$ cat src/rtl/dlx_dmem_ctrl.sv
// DLX data-memory controller: turns byte/half/word loads and stores into whole-word
// memory transactions, with read-modify-write for sub-word stores and load extension.
module dlx_dmem_ctrl #(
    parameter int WORD_SIZE    = 32,
    parameter int ADDRESS_SIZE = 16,
    parameter int TIMEOUT      = 64
) (
    input  logic                    clk,
    input  logic                    rst,
    input  logic                    cpu_req,
    input  logic                    cpu_we,
    input  logic [1:0]              cpu_size,
    input  logic                    cpu_signed,
    input  logic [31:0]             cpu_addr,
    input  logic [WORD_SIZE-1:0]    cpu_wdata,
    output logic [WORD_SIZE-1:0]    cpu_rdata,
    output logic                    cpu_stall,
    output logic                    cpu_done,
    output logic                    cpu_err,
    output logic                    ENABLE,
    output logic                    READNOTWRITE,
    output logic [ADDRESS_SIZE-1:0] ADDRESS,
    output logic [WORD_SIZE-1:0]    DATA_OUT,
    input  logic [WORD_SIZE-1:0]    DATA_IN,
    input  logic                    DATA_READY
);

    localparam int CNT_W = $clog2(TIMEOUT + 1);

    typedef enum logic [2:0] {IDLE, RD, RMW_RD, RMW_WR, WR, DONE} state_t;

    state_t                  state, state_next;
    logic [ADDRESS_SIZE+1:0] addr_q;
    logic [1:0]              size_q;
    logic                    signed_q;
    logic [WORD_SIZE-1:0]    wdata_q;
    logic [WORD_SIZE-1:0]    rdata_q;
    logic [WORD_SIZE-1:0]    dout_q;
    logic                    err_q;
    logic [CNT_W-1:0]        cnt;

    logic                    misaligned;
    logic                    in_access;
    logic                    ready_ok;
    logic                    timed_out;
    logic [WORD_SIZE-1:0]    lane_mask;
    logic [WORD_SIZE-1:0]    lane_data;
    logic [WORD_SIZE-1:0]    load_data;
    logic [WORD_SIZE-1:0]    merged;
    logic                    lane_sign;
    int                      lane_shift;
    logic                    addr_unused;

    assign addr_unused = ^cpu_addr[31:ADDRESS_SIZE+2];

    assign misaligned = (cpu_size == 2'b01 && cpu_addr[0]) ||
                        (cpu_size[1] && cpu_addr[1:0] != 2'b00);

    // Big-endian lanes: the lowest byte offset lives in the most significant bits.
    always_comb begin
        lane_mask  = '1;
        lane_shift = 0;
        if (size_q == 2'b00) begin
            lane_mask  = WORD_SIZE'(8'hFF);
            lane_shift = WORD_SIZE - 8 - 8 * int'(addr_q[1:0]);
        end else if (size_q == 2'b01) begin
            lane_mask  = WORD_SIZE'(16'hFFFF);
            lane_shift = WORD_SIZE - 16 - 8 * int'(addr_q[1:0]);
        end
        lane_data = (DATA_IN >> lane_shift) & lane_mask;
        lane_sign = (size_q == 2'b00) ? lane_data[7] : lane_data[15];
        load_data = lane_data;
        if (signed_q && !size_q[1] && lane_sign)
            load_data = lane_data | ~lane_mask;
        merged = (DATA_IN & ~(lane_mask << lane_shift)) |
                 ((wdata_q & lane_mask) << lane_shift);
    end

    always_ff @(posedge clk) begin
        if (rst) begin
            state <= IDLE;
            cnt   <= '0;
        end else begin
            state <= state_next;
            if (state_next != state)
                cnt <= '0;
            else if (in_access)
                cnt <= cnt + 1'b1;
        end
    end

    // DATA_READY is sticky in memory, so the first cycle of an access state is never
    // trusted; RMW_WR skips one more because its first cycle is the ENABLE-low gap.
    always_comb begin
        in_access  = (state == RD) || (state == RMW_RD) || (state == WR) || (state == RMW_WR);
        timed_out  = (cnt == CNT_W'(TIMEOUT - 1));
        ready_ok   = DATA_READY && ((state == RMW_WR) ? (cnt > CNT_W'(1)) : (cnt != '0));
        state_next = state;
        case (state)
            IDLE: begin
                if (cpu_req) begin
                    if (misaligned)   state_next = DONE;
                    else if (!cpu_we) state_next = RD;
                    else if (cpu_size[1]) state_next = WR;
                    else              state_next = RMW_RD;
                end
            end
            RD, WR, RMW_WR: begin
                if (ready_ok || timed_out) state_next = DONE;
            end
            RMW_RD: begin
                if (ready_ok)       state_next = RMW_WR;
                else if (timed_out) state_next = DONE;
            end
            DONE:    state_next = IDLE;
            default: state_next = IDLE;
        endcase
    end

    always_ff @(posedge clk) begin
        if (rst) begin
            addr_q   <= '0;
            size_q   <= '0;
            signed_q <= 1'b0;
            wdata_q  <= '0;
            rdata_q  <= '0;
            dout_q   <= '0;
            err_q    <= 1'b0;
        end else begin
            if (state == IDLE && cpu_req) begin
                addr_q   <= cpu_addr[ADDRESS_SIZE+1:0];
                size_q   <= cpu_size;
                signed_q <= cpu_signed;
                wdata_q  <= cpu_wdata;
                err_q    <= misaligned;
                if (misaligned)
                    rdata_q <= '0;
                else if (cpu_we && cpu_size[1])
                    dout_q <= cpu_wdata;
            end
            if (state == RD && ready_ok)
                rdata_q <= load_data;
            if (state == RMW_RD && ready_ok)
                dout_q <= merged;
            if (in_access && !ready_ok && timed_out)
                err_q <= 1'b1;
        end
    end

    always_comb begin
        ENABLE       = in_access && !(state == RMW_WR && cnt == '0);
        READNOTWRITE = !((state == WR) || (state == RMW_WR));
        ADDRESS      = addr_q[ADDRESS_SIZE+1:2];
        DATA_OUT     = dout_q;
        cpu_rdata    = rdata_q;
        cpu_done     = (state == DONE);
        cpu_err      = (state == DONE) && err_q;
        cpu_stall    = (state == IDLE && cpu_req) || (state != IDLE && state != DONE);
    end

endmodule

$ cat config.mk
export PLATFORM = sky130hd
export DESIGN_NAME = dlx_dmem_ctrl
export DESIGN_NICKNAME = d
export VERILOG_FILES = /design/src/rtl/dlx_dmem_ctrl.sv
export SDC_FILE = /design/constraint.sdc
export NUM_CORES = 1
export LEC_CHECK = 0
export ABC_CLOCK_PERIOD_IN_PS = 5200
export CAP_MARGIN = 10
export CORE_ASPECT_RATIO = 1.2
export CORE_UTILIZATION = 51
export DETAILED_ROUTE_END_ITERATION = 10
export GPL_ROUTABILITY_DRIVEN = 0
export PLACE_DENSITY = 0.95
export REMOVE_ABC_BUFFERS = 1
export SETUP_SLACK_MARGIN = 0.15
export SYNTH_ARGS = -nofsm -noshare
export SYNTH_HDL_FRONTEND = slang
export SYNTH_SLANG_ARGS = --single-unit
$ cat constraint.sdc
create_clock -name clk -period 5.2 [get_ports clk]
set_clock_uncertainty 0.1 [all_clocks]
set_input_delay 0.52 -clock clk [delete_from_list [all_inputs] [get_ports clk]]
set_output_delay 0.52 -clock clk [all_outputs]
set_load 0.02 [all_outputs]
==> results.toml, run 1 <==
[global_route]
antenna_found_initial = 0
grt_pass1_vias = 6571
grtUsageTotal_pct = 31.6
grt.overflow.total = 0
grt_max_degree = 65
grt_pass1_wl_mm = 32.8

[finish]
final_util_pct = 70.8
antenna_cells = 0
area_delta_synth_final_pct = 34.9
drive_above_1_share_pct = 7.27
layout.cells.non_filler = 1110
nets = 1044
final_design_area_no_fill_mm2 = 0.00857

[route]
firstDrtPassIters = 7
dr_wl_met3_mm = 2.12
drtIter0Drc = 720
vias = 6859
dr_wl_met2_mm = 9.46
antenna_left = 0
wl_per_cell_um = 18.2
drt_wl_total_mm = 20.3
met1Wirelength_mm = 7.67
drc = 0
routed.top_layer = "met4"
via_per_inst = 6.18

[pwr]
p_clk_share_pct = 38.0
switching_share_pct = 33.2
power.total_w = 0.00297
combPwrFrac_pct = 25.1
vdd_drop_max_uv = 277
seq_power_share_pct = 36.9
p_switching_w = 0.000985
internal_power_w = 0.00198
powerDensity_mw_per_mm2 = 346
power_leakage_nw = 3.00

[placement]
io_buffers = 174
dpl.hpwl_mm = 12.9
place_area_mm2 = 0.00801
dpl.cell_count = 1078

[yosys]
yosysTopAreaCellShare_pct = 40.3
syn_avg_cell_area_um2 = 7.83
ys_seq_area_share_pct = 40.3
synthTopCellsByArea = "dfxtp_1, nand2_1, a21oi_1"
synth_warnings = 0
synthCells = 811
yosys.area.top_type = "dfxtp_1"
synth.most_common_cell = "nand2_1"
async_reset_ff_share_pct = 0
synthesis.area_mm2 = 0.00635
ys_ff_latch = 128
synth_edf_count = 0
ys.flop_type = "dfxtp_1"
yosys-top-cells-count = "nand2_1, dfxtp_1, a21oi_1, nor2_1, clkbuf_1"
synth.distinct_cells = 59

[critical_path]
critPathKind = "reg -> reg"
path_cells = "ha_1 -> nor2b_1 -> a211oi_2 -> o2bb2ai_1 -> o211ai_2 -> o21ai_0"
cp_num_buf_inv = 0
slowest_delay_ns = 0.90
endpoint_kind = "flop"
cp.arrival_ns = 3.48
worstPathRequired_ns = 5.35
startpoint_type = "flop"
cp_max_fo = 15
cp_top_family = "compound AO/OA/AOI/OAI gates"
crit_slowest_cell = "a211oi_2"

[sta]
period_minus_slack_ns = 3.33
fmax_mhz = 301
finalHoldViolations = 0
worst_pin_slew_ns = 1.05
slew_headroom_pct = 30.1
setup_viol = 0
grt_setup_unrepaired = "false"
drv_slew = 0
fin_crit_sh_pct = 64.0

[min_path]
hold_class = "reg -> reg"

[floorplanning]
coreArea_mm2 = 0.0121
initial_utilization_pct = 52.4
die_area_mm2 = 0.0129
pin_count = 189
die_w_um = 104
row_count = 44
die_h_um = 124

[clocking]
cts_made_buffers = 17
ctsResizeCount = 0
hold_buffers = 0
clkLatencyLatePin_ns = 0.42
cts_root_buffer = "clkbuf_16"
cts_setup_buffers = 0
clockBufferDepth = 2
clock-sinks = 128
clkTransAtPathRegs_ns = 0.06
cts_tree = "done"
cts_max_level = 4

[flow_run]
cap_violations = 0

[outcome]
status = "finished clean"
-- power by group through the flow --
stage / Sequential (W) / Combinational (W) / Clock, W
2_1_floorplan: 0.00113 / 0.000400 / 0
3_3_place_gp: 0.00111 / 0.000709 / 0
3_5_place_dp: 0.00112 / 0.000721 / 0
4_1_cts: 0.00109 / 0.000731 / 0.00114
5_1_grt: 0.00110 / 0.000800 / 0.00119
6_report: 0.00110 / 0.000744 / 0.00113
-- final cells by class --
class                   count  area [µm²]
clock buffers              18         429
clock inverters            14         133
fillers                   951        3540
inverters                   8        30.0
multi-input cells         597        3400
flip-flops and latches    128        2560
well taps                 161         201
repair buffers            184        1810
-- metal layers --
layer	GRT usage, %	vias up
li1	-	3159
met1	38.1	3179
met2	51.2	442
met3	7.17	79
met4	19.2	0
met5	0	-
-- cells in the final DEF, fill, tap and decap left out, types with 3 or more instances in the layout --
cell / instances
clkbuf_16: 17
a221oi_1: 10
o21ai_0: 35
a31oi_1: 11
o2bb2ai_1: 17
ha_1: 4
nor3_1: 12
a221o_1: 7
o21a_1: 8
a211o_1: 3
a21oi_1: 91
clkinv_4: 4
inv_6: 4
dfxtp_1: 128
and3_1: 4
a22o_1: 6
clkinvlp_4: 3
xnor2_1: 3
buf_4: 11
clkdlybuf4s50_1: 173
a311oi_1: 25
nand3_1: 6
a211oi_1: 19
nor2b_1: 4
inv_1: 7
or2_2: 5
a22oi_1: 30
mux2_2: 8
nand2_1: 192
xor2_1: 3
nor2_1: 52
-- logic make-up (layout without fill, tap and decap cells) --
| family | Yosys count | in the layout | synth area share (%) |
|---|---|---|---|
| multiplexers | 10 | 10 | 1.73 |
| flip-flops | 128 | 128 | 40.3 |
| AO/OA/AOI/OAI | 280 | 280 | 29.9 |
| buffers and inverters | 86 | 224 | 6.58 |
| AND/OR/NAND/NOR | 297 | 297 | 19.9 |
| adder cells (fa/ha/maj) | 4 | 4 | 0.788 |
| XOR/XNOR | 6 | 6 | 0.827 |
-- worst paths after layout --
kind         startpoint            end  slack [ns]  cells after the start
min          addr_q[11]     addr_q[11]        0.35                      2
min reg2reg  addr_q[11]     addr_q[11]        0.35                      2
max reg2reg   addr_q[0]  cpu_rdata[27]        1.87                      6
max           addr_q[0]  cpu_rdata[27]        1.87                      6
-- registers in the layout, summed over array words and instances, names as in the netlist --
signal     cells
addr_q        18
cnt            7
err_q          1
size_q         2
state          3
cpu_rdata     32
signed_q       1
wdata_q       32
DATA_OUT      32
-- tightest hold or removal path, delay by kind of cell (launching register included) --
kind	cells	cell delay [ns]
compound gates	1	0.05
flops	1	0.31
simple gates	1	0.05
-- per-stage QoR --
step                setup slack, ns  TNS (ns)  hold slack, ns
finish                         1.87         0           0.352
CTS                            2.00         0           0.354
detailed placement             1.74         0           0.346
global route                   1.74         0           0.374
global placement               1.78         0           0.341
floorplan                     -1.99    -63.77           0.330
Note: power is estimated with default switching activity, not from simulation.
==> run 2, diff against run 1 <==
- ABC_CLOCK_PERIOD_IN_PS: 5200 -> 2700
- CORE_UTILIZATION: 51 -> 43
- PLACE_DENSITY: 0.95 -> 0.89
- clock period: 5.2 -> 2.7 ns (I/O delays scaled with it)
==> run 2 against run 1 <==
Against the previous run:
- combinational power rose by 110%
- core utilization down 8.6 points
- first-iteration DRC count grew 14%
- clock power rose by 110%
- final area is 4.6% higher
- clock-buffer cell count stayed put
- sequential cell count unchanged
- non-clock buffer count grew 31
- sequential share of layout area shrank 1.3 points
- via count increased by 2.0%
==> results.toml, run 2 (same netlist as run 1, synthesis figures left out) <==
[pwr]
powerDensity_mw_per_mm2 = 678
power_leakage_nw = 3.20
vdd_drop_max_uv = 349

[route]
vias = 6997
drc = 0
drtIter0Drc = 823
via_per_inst = 6.06
firstDrtPassIters = 8
drt_wl_total_mm = 21.1
wl_per_cell_um = 18.3
antenna_left = 0

[placement]
dpl.cell_count = 1122
io_buffers = 174
dpl.hpwl_mm = 14.1
place_area_mm2 = 0.00829

[global_route]
grtUsageTotal_pct = 27.4
grt_max_degree = 65
antenna_found_initial = 0
grt_pass1_wl_mm = 32.6
grt.overflow.total = 0
grt_pass1_vias = 6472

[sta]
setup_viol = 0
finalHoldViolations = 0
slew_headroom_pct = 55.9
worst_hold_slack_ns = 0.156
period_minus_slack_ns = 2.46
fmax_mhz = 406
worst_pin_slew_ns = 0.662
fin_crit_sh_pct = 91.1
drv_slew = 0
fin_tns_setup_ns = 0
grt_setup_unrepaired = "false"

[critical_path]
critPathKind = "reg -> reg"
critPathLaunch = "addr_q[0]"
reg2reg_from = "addr_q[0]"
cp_common_cell = "buf_4"
cp_top_family = "compound AO/OA/AOI/OAI gates"
cp.arrival_ns = 2.63
endpoint_kind = "flop"
worstPathRequired_ns = 2.87
startpoint_type = "flop"
crit_slowest_cell = "a211oi_1"
cp_max_fo = 9
path_cells = "ha_1 -> buf_4 -> nor2b_1 -> a211o_1 -> buf_4 -> nand2_1 -> a211oi_1 -> a311oi_1"
cp_num_buf_inv = 2
slowest_delay_ns = 0.43

[min_path]
hp-start = "rst"
hold_class = "in -> reg"

[finish]
antenna_cells = 0
layout.cells.non_filler = 1155
fillers = 1186
nets = 1075
area_delta_synth_final_pct = 41.1
final_common_cell = "nand2_1"
final_util_pct = 62.2
final_design_area_no_fill_mm2 = 0.00897
drive_above_1_share_pct = 10.8
mostFrequentLayoutCells = "nand2_1, clkdlybuf4s50_1, dfxtp_1, a21oi_1, nor2_1"

[floorplanning]
die_w_um = 113
row_count = 48
die_area_mm2 = 0.0153
die_h_um = 135
pin_count = 189
coreArea_mm2 = 0.0144
initial_utilization_pct = 44.1

[clocking]
clock-sinks = 128
hold_buffers = 0
clockBufferDepth = 2
cts_max_level = 4
clkTransAtPathRegs_ns = 0.06
clkLatencyLatePin_ns = 0.43
cts_tree = "done"
cts_made_buffers = 17
cts_root_buffer = "clkbuf_16"

[flow_run]
cap_violations = 0

[outcome]
status = "finished clean"
run 2: cell types whose count changed in the layout (fill, tap and decap cells not counted), moves of 2 or more:
cell,before,now
buf_4,11,38
buf_12,0,4
bufinv_16,1,3
clkinv_2,2,0
run 2: metal layers:
metal  vias up  GRT usage, %  part of all wire (%)
li1       3233             -                     -
met1      3210          33.2                    38
met2       494          43.7                    46
met3        60          7.70                    12
met4         0          15.7                   3.6
met5         -             0                     0
run 2: repair_timing:
item,4_1_cts,5_1_grt
cloned,0,0
setup endpoints to repair,18,22
pin swaps,0,2
buffers inserted,0,1
gates resized for setup,3,5
run 2: final timing paths:
check,cells past startpoint,slack [ns],end
worst max register to register,8,0.24,DATA_OUT[14]
worst min-delay path,2,0.16,wdata_q[13]
worst min register to register,2,0.35,addr_q[5]
worst max-delay path,8,0.24,DATA_OUT[14]
run 2: layout make-up:
cell class              count  area [µm²]  area share [%]
inverters                   8        30.0           0.335
flip-flops and latches    128        2560            28.6
clock buffers              18         439            4.90
repair buffers            215        2100            23.4
multi-input cells         597        3440            38.3
well taps                 175         219            2.44
clock inverters            14         183            2.04
run 2: through the flow:
stage	setup WS [ns]	power, W
after floorplan	-4.49	0.00295
after global placement	0.0965	0.00362
after detailed placement	0.0387	0.00365
after CTS	0.243	0.00605
after global routing	0.136	0.00630
final	0.239	0.00608
run 2: power breakdown:
| group | internal (W) | leakage, nW | switching [W] |
|---|---|---|---|
| clock network | 0.00149 | 0.294 | 0.000916 |
| registers | 0.00200 | 1.04 | 0.0000896 |
| logic | 0.000633 | 1.87 | 0.000945 |
| total | 0.00413 | 3.20 | 0.00195 |
==> run 3, diff against run 2 <==
- GPL_TIMING_DRIVEN: not set -> 0
- SKIP_CTS_REPAIR_TIMING: not set -> 1
==> run 3 against run 2 <==
Against the previous run:
- register-to-register slack worse by 0.095 ns
- die area unchanged
- global-route usage down 0.13 points
- sequential power up 2%
- total power up 3.4%
- non-clock buffer count down 13
- clock power up 3%
- final area up 1.7%
- fmax down 3.7%
- highest routed layer unchanged
- final cell count down 0.78%
- critical path type unchanged
- clock-buffer cell count down 1
- largest cell class unchanged
==> results.toml, run 3 (same netlist as run 1, synthesis figures left out) <==
[outcome]
status = "finished clean"

[pwr]
internal_power_w = 0.00424
p_clk_share_pct = 39.4
power_leakage_nw = 3.20
seq_power_share_pct = 34.0
combPwrFrac_pct = 26.6
switching_share_pct = 32.6
p_switching_w = 0.00205
vdd_drop_max_uv = 345
powerDensity_mw_per_mm2 = 689

[clocking]
cts_tree = "done"
cts_made_buffers = 17
clock-sinks = 128
clockBufferDepth = 2
cts_root_buffer = "clkbuf_16"
clkTransAtPathRegs_ns = 0.06
cts_max_level = 4
clkLatencyLatePin_ns = 0.43

[route]
vias = 7040
drtIter0Drc = 745
drc = 0
wl_per_cell_um = 19.7
drt_wl_total_mm = 22.6
firstDrtPassIters = 9
via_per_inst = 6.14
antenna_left = 0

[critical_path]
cp.arrival_ns = 2.74
endpoint_kind = "flop"
critPathKind = "reg -> reg"
cp_max_fo = 10
crit_slowest_cell = "a211oi_4"
critPathLaunch = "addr_q[0]"
worstPathRequired_ns = 2.89
reg2reg_from = "addr_q[0]"
slowest_delay_ns = 0.76
path_cells = "ha_4 -> nor2b_1 -> a211oi_4 -> o2bb2ai_2 -> o211ai_4 -> buf_4 -> o21ai_0"
startpoint_type = "flop"

[flow_run]
cap_violations = 0

[sta]
period_minus_slack_ns = 2.56
fmax_mhz = 391
worst_hold_slack_ns = 0.263
fin_ws_ns = 0.144
setup_viol = 0
grt_setup_unrepaired = "false"
drv_slew = 0
fin_crit_sh_pct = 94.7
slew_headroom_pct = 41.1
worst_pin_slew_ns = 0.883
finalHoldViolations = 0

[floorplanning]
die_w_um = 113
die_h_um = 135
coreArea_mm2 = 0.0144
die_area_mm2 = 0.0153
initial_utilization_pct = 44.1
pin_count = 189
row_count = 48

[placement]
io_buffers = 174
dpl.hpwl_mm = 13.7
pre_cts_slack_ns = -0.932
place_area_mm2 = 0.00809
dpl.cell_count = 1093

[finish]
final_common_cell = "nand2_1"
area_delta_synth_final_pct = 43.5
final_design_area_no_fill_mm2 = 0.00912
drive_above_1_share_pct = 12.0
layout.cells.non_filler = 1146
mostFrequentLayoutCells = "nand2_1, clkdlybuf4s50_1, dfxtp_1, a21oi_1, nor2_1"
nets = 1066
antenna_cells = 0

[global_route]
grt_pass1_vias = 6271
grtUsageTotal_pct = 27.3
grt_max_degree = 59
grt.overflow.total = 0
grt_pass1_wl_mm = 32.3
antenna_found_initial = 0

[min_path]
hold_class = "in -> reg"
hp-start = "rst"
run 3: power by group through the flow:
stage	Sequential, W	Clock [W]	Combinational [W]
after global routing	0.00215	0.00258	0.00177
after floorplan	0.00218	0	0.000771
after detailed placement	0.00217	0	0.00142
after CTS	0.00213	0.00249	0.00143
after global placement	0.00216	0	0.00138
final	0.00214	0.00248	0.00167
run 3: layout make-up:
cell class / count / area [µm²]
fill: 1203 / 5300
multi-input combinational: 601 / 3600
clock inverter: 15 / 210
clock buffer: 17 / 425
sequential: 128 / 2580
timing repair buffer: 202 / 2060
tap: 175 / 219
inverter: 8 / 33.8
run 3: final timing paths:
kind	end	slack, ns	depth (start not counted)
worst max-delay path	cpu_rdata[29]	0.14	7
worst min register to register	addr_q[10]	0.35	2
worst max register to register	cpu_rdata[29]	0.14	7
worst min-delay path	wdata_q[3]	0.26	2
run 3: critical path, delay by kind of cell (launching register included):
family | cells | cell delay [ns]
compound gates | 4 | 1.42
flops | 1 | 0.41
fa+ha+maj | 1 | 0.20
buf+inv | 1 | 0.20
simple gates | 1 | 0.10
run 3: stage by stage:
stage / TNS [ns] / utilization, % / total power [W]
4_1_cts: -45.16 / 60.5 / 0.00605
6_report: 0 / 63.3 / 0.00628
3_5_place_dp: -46.54 / 56.1 / 0.00358
2_1_floorplan: -301.38 / - / 0.00295
5_1_grt: 0 / 63.3 / 0.00651
3_3_place_gp: -725.87 / 55.0 / 0.00354
run 3: routing by layer:
layer  wire length, µm  global-route usage (%)
met5                 0                       0
met4               755                    13.3
met3              2410                    7.20
met2             10700                    44.5
met1              8700                    33.4
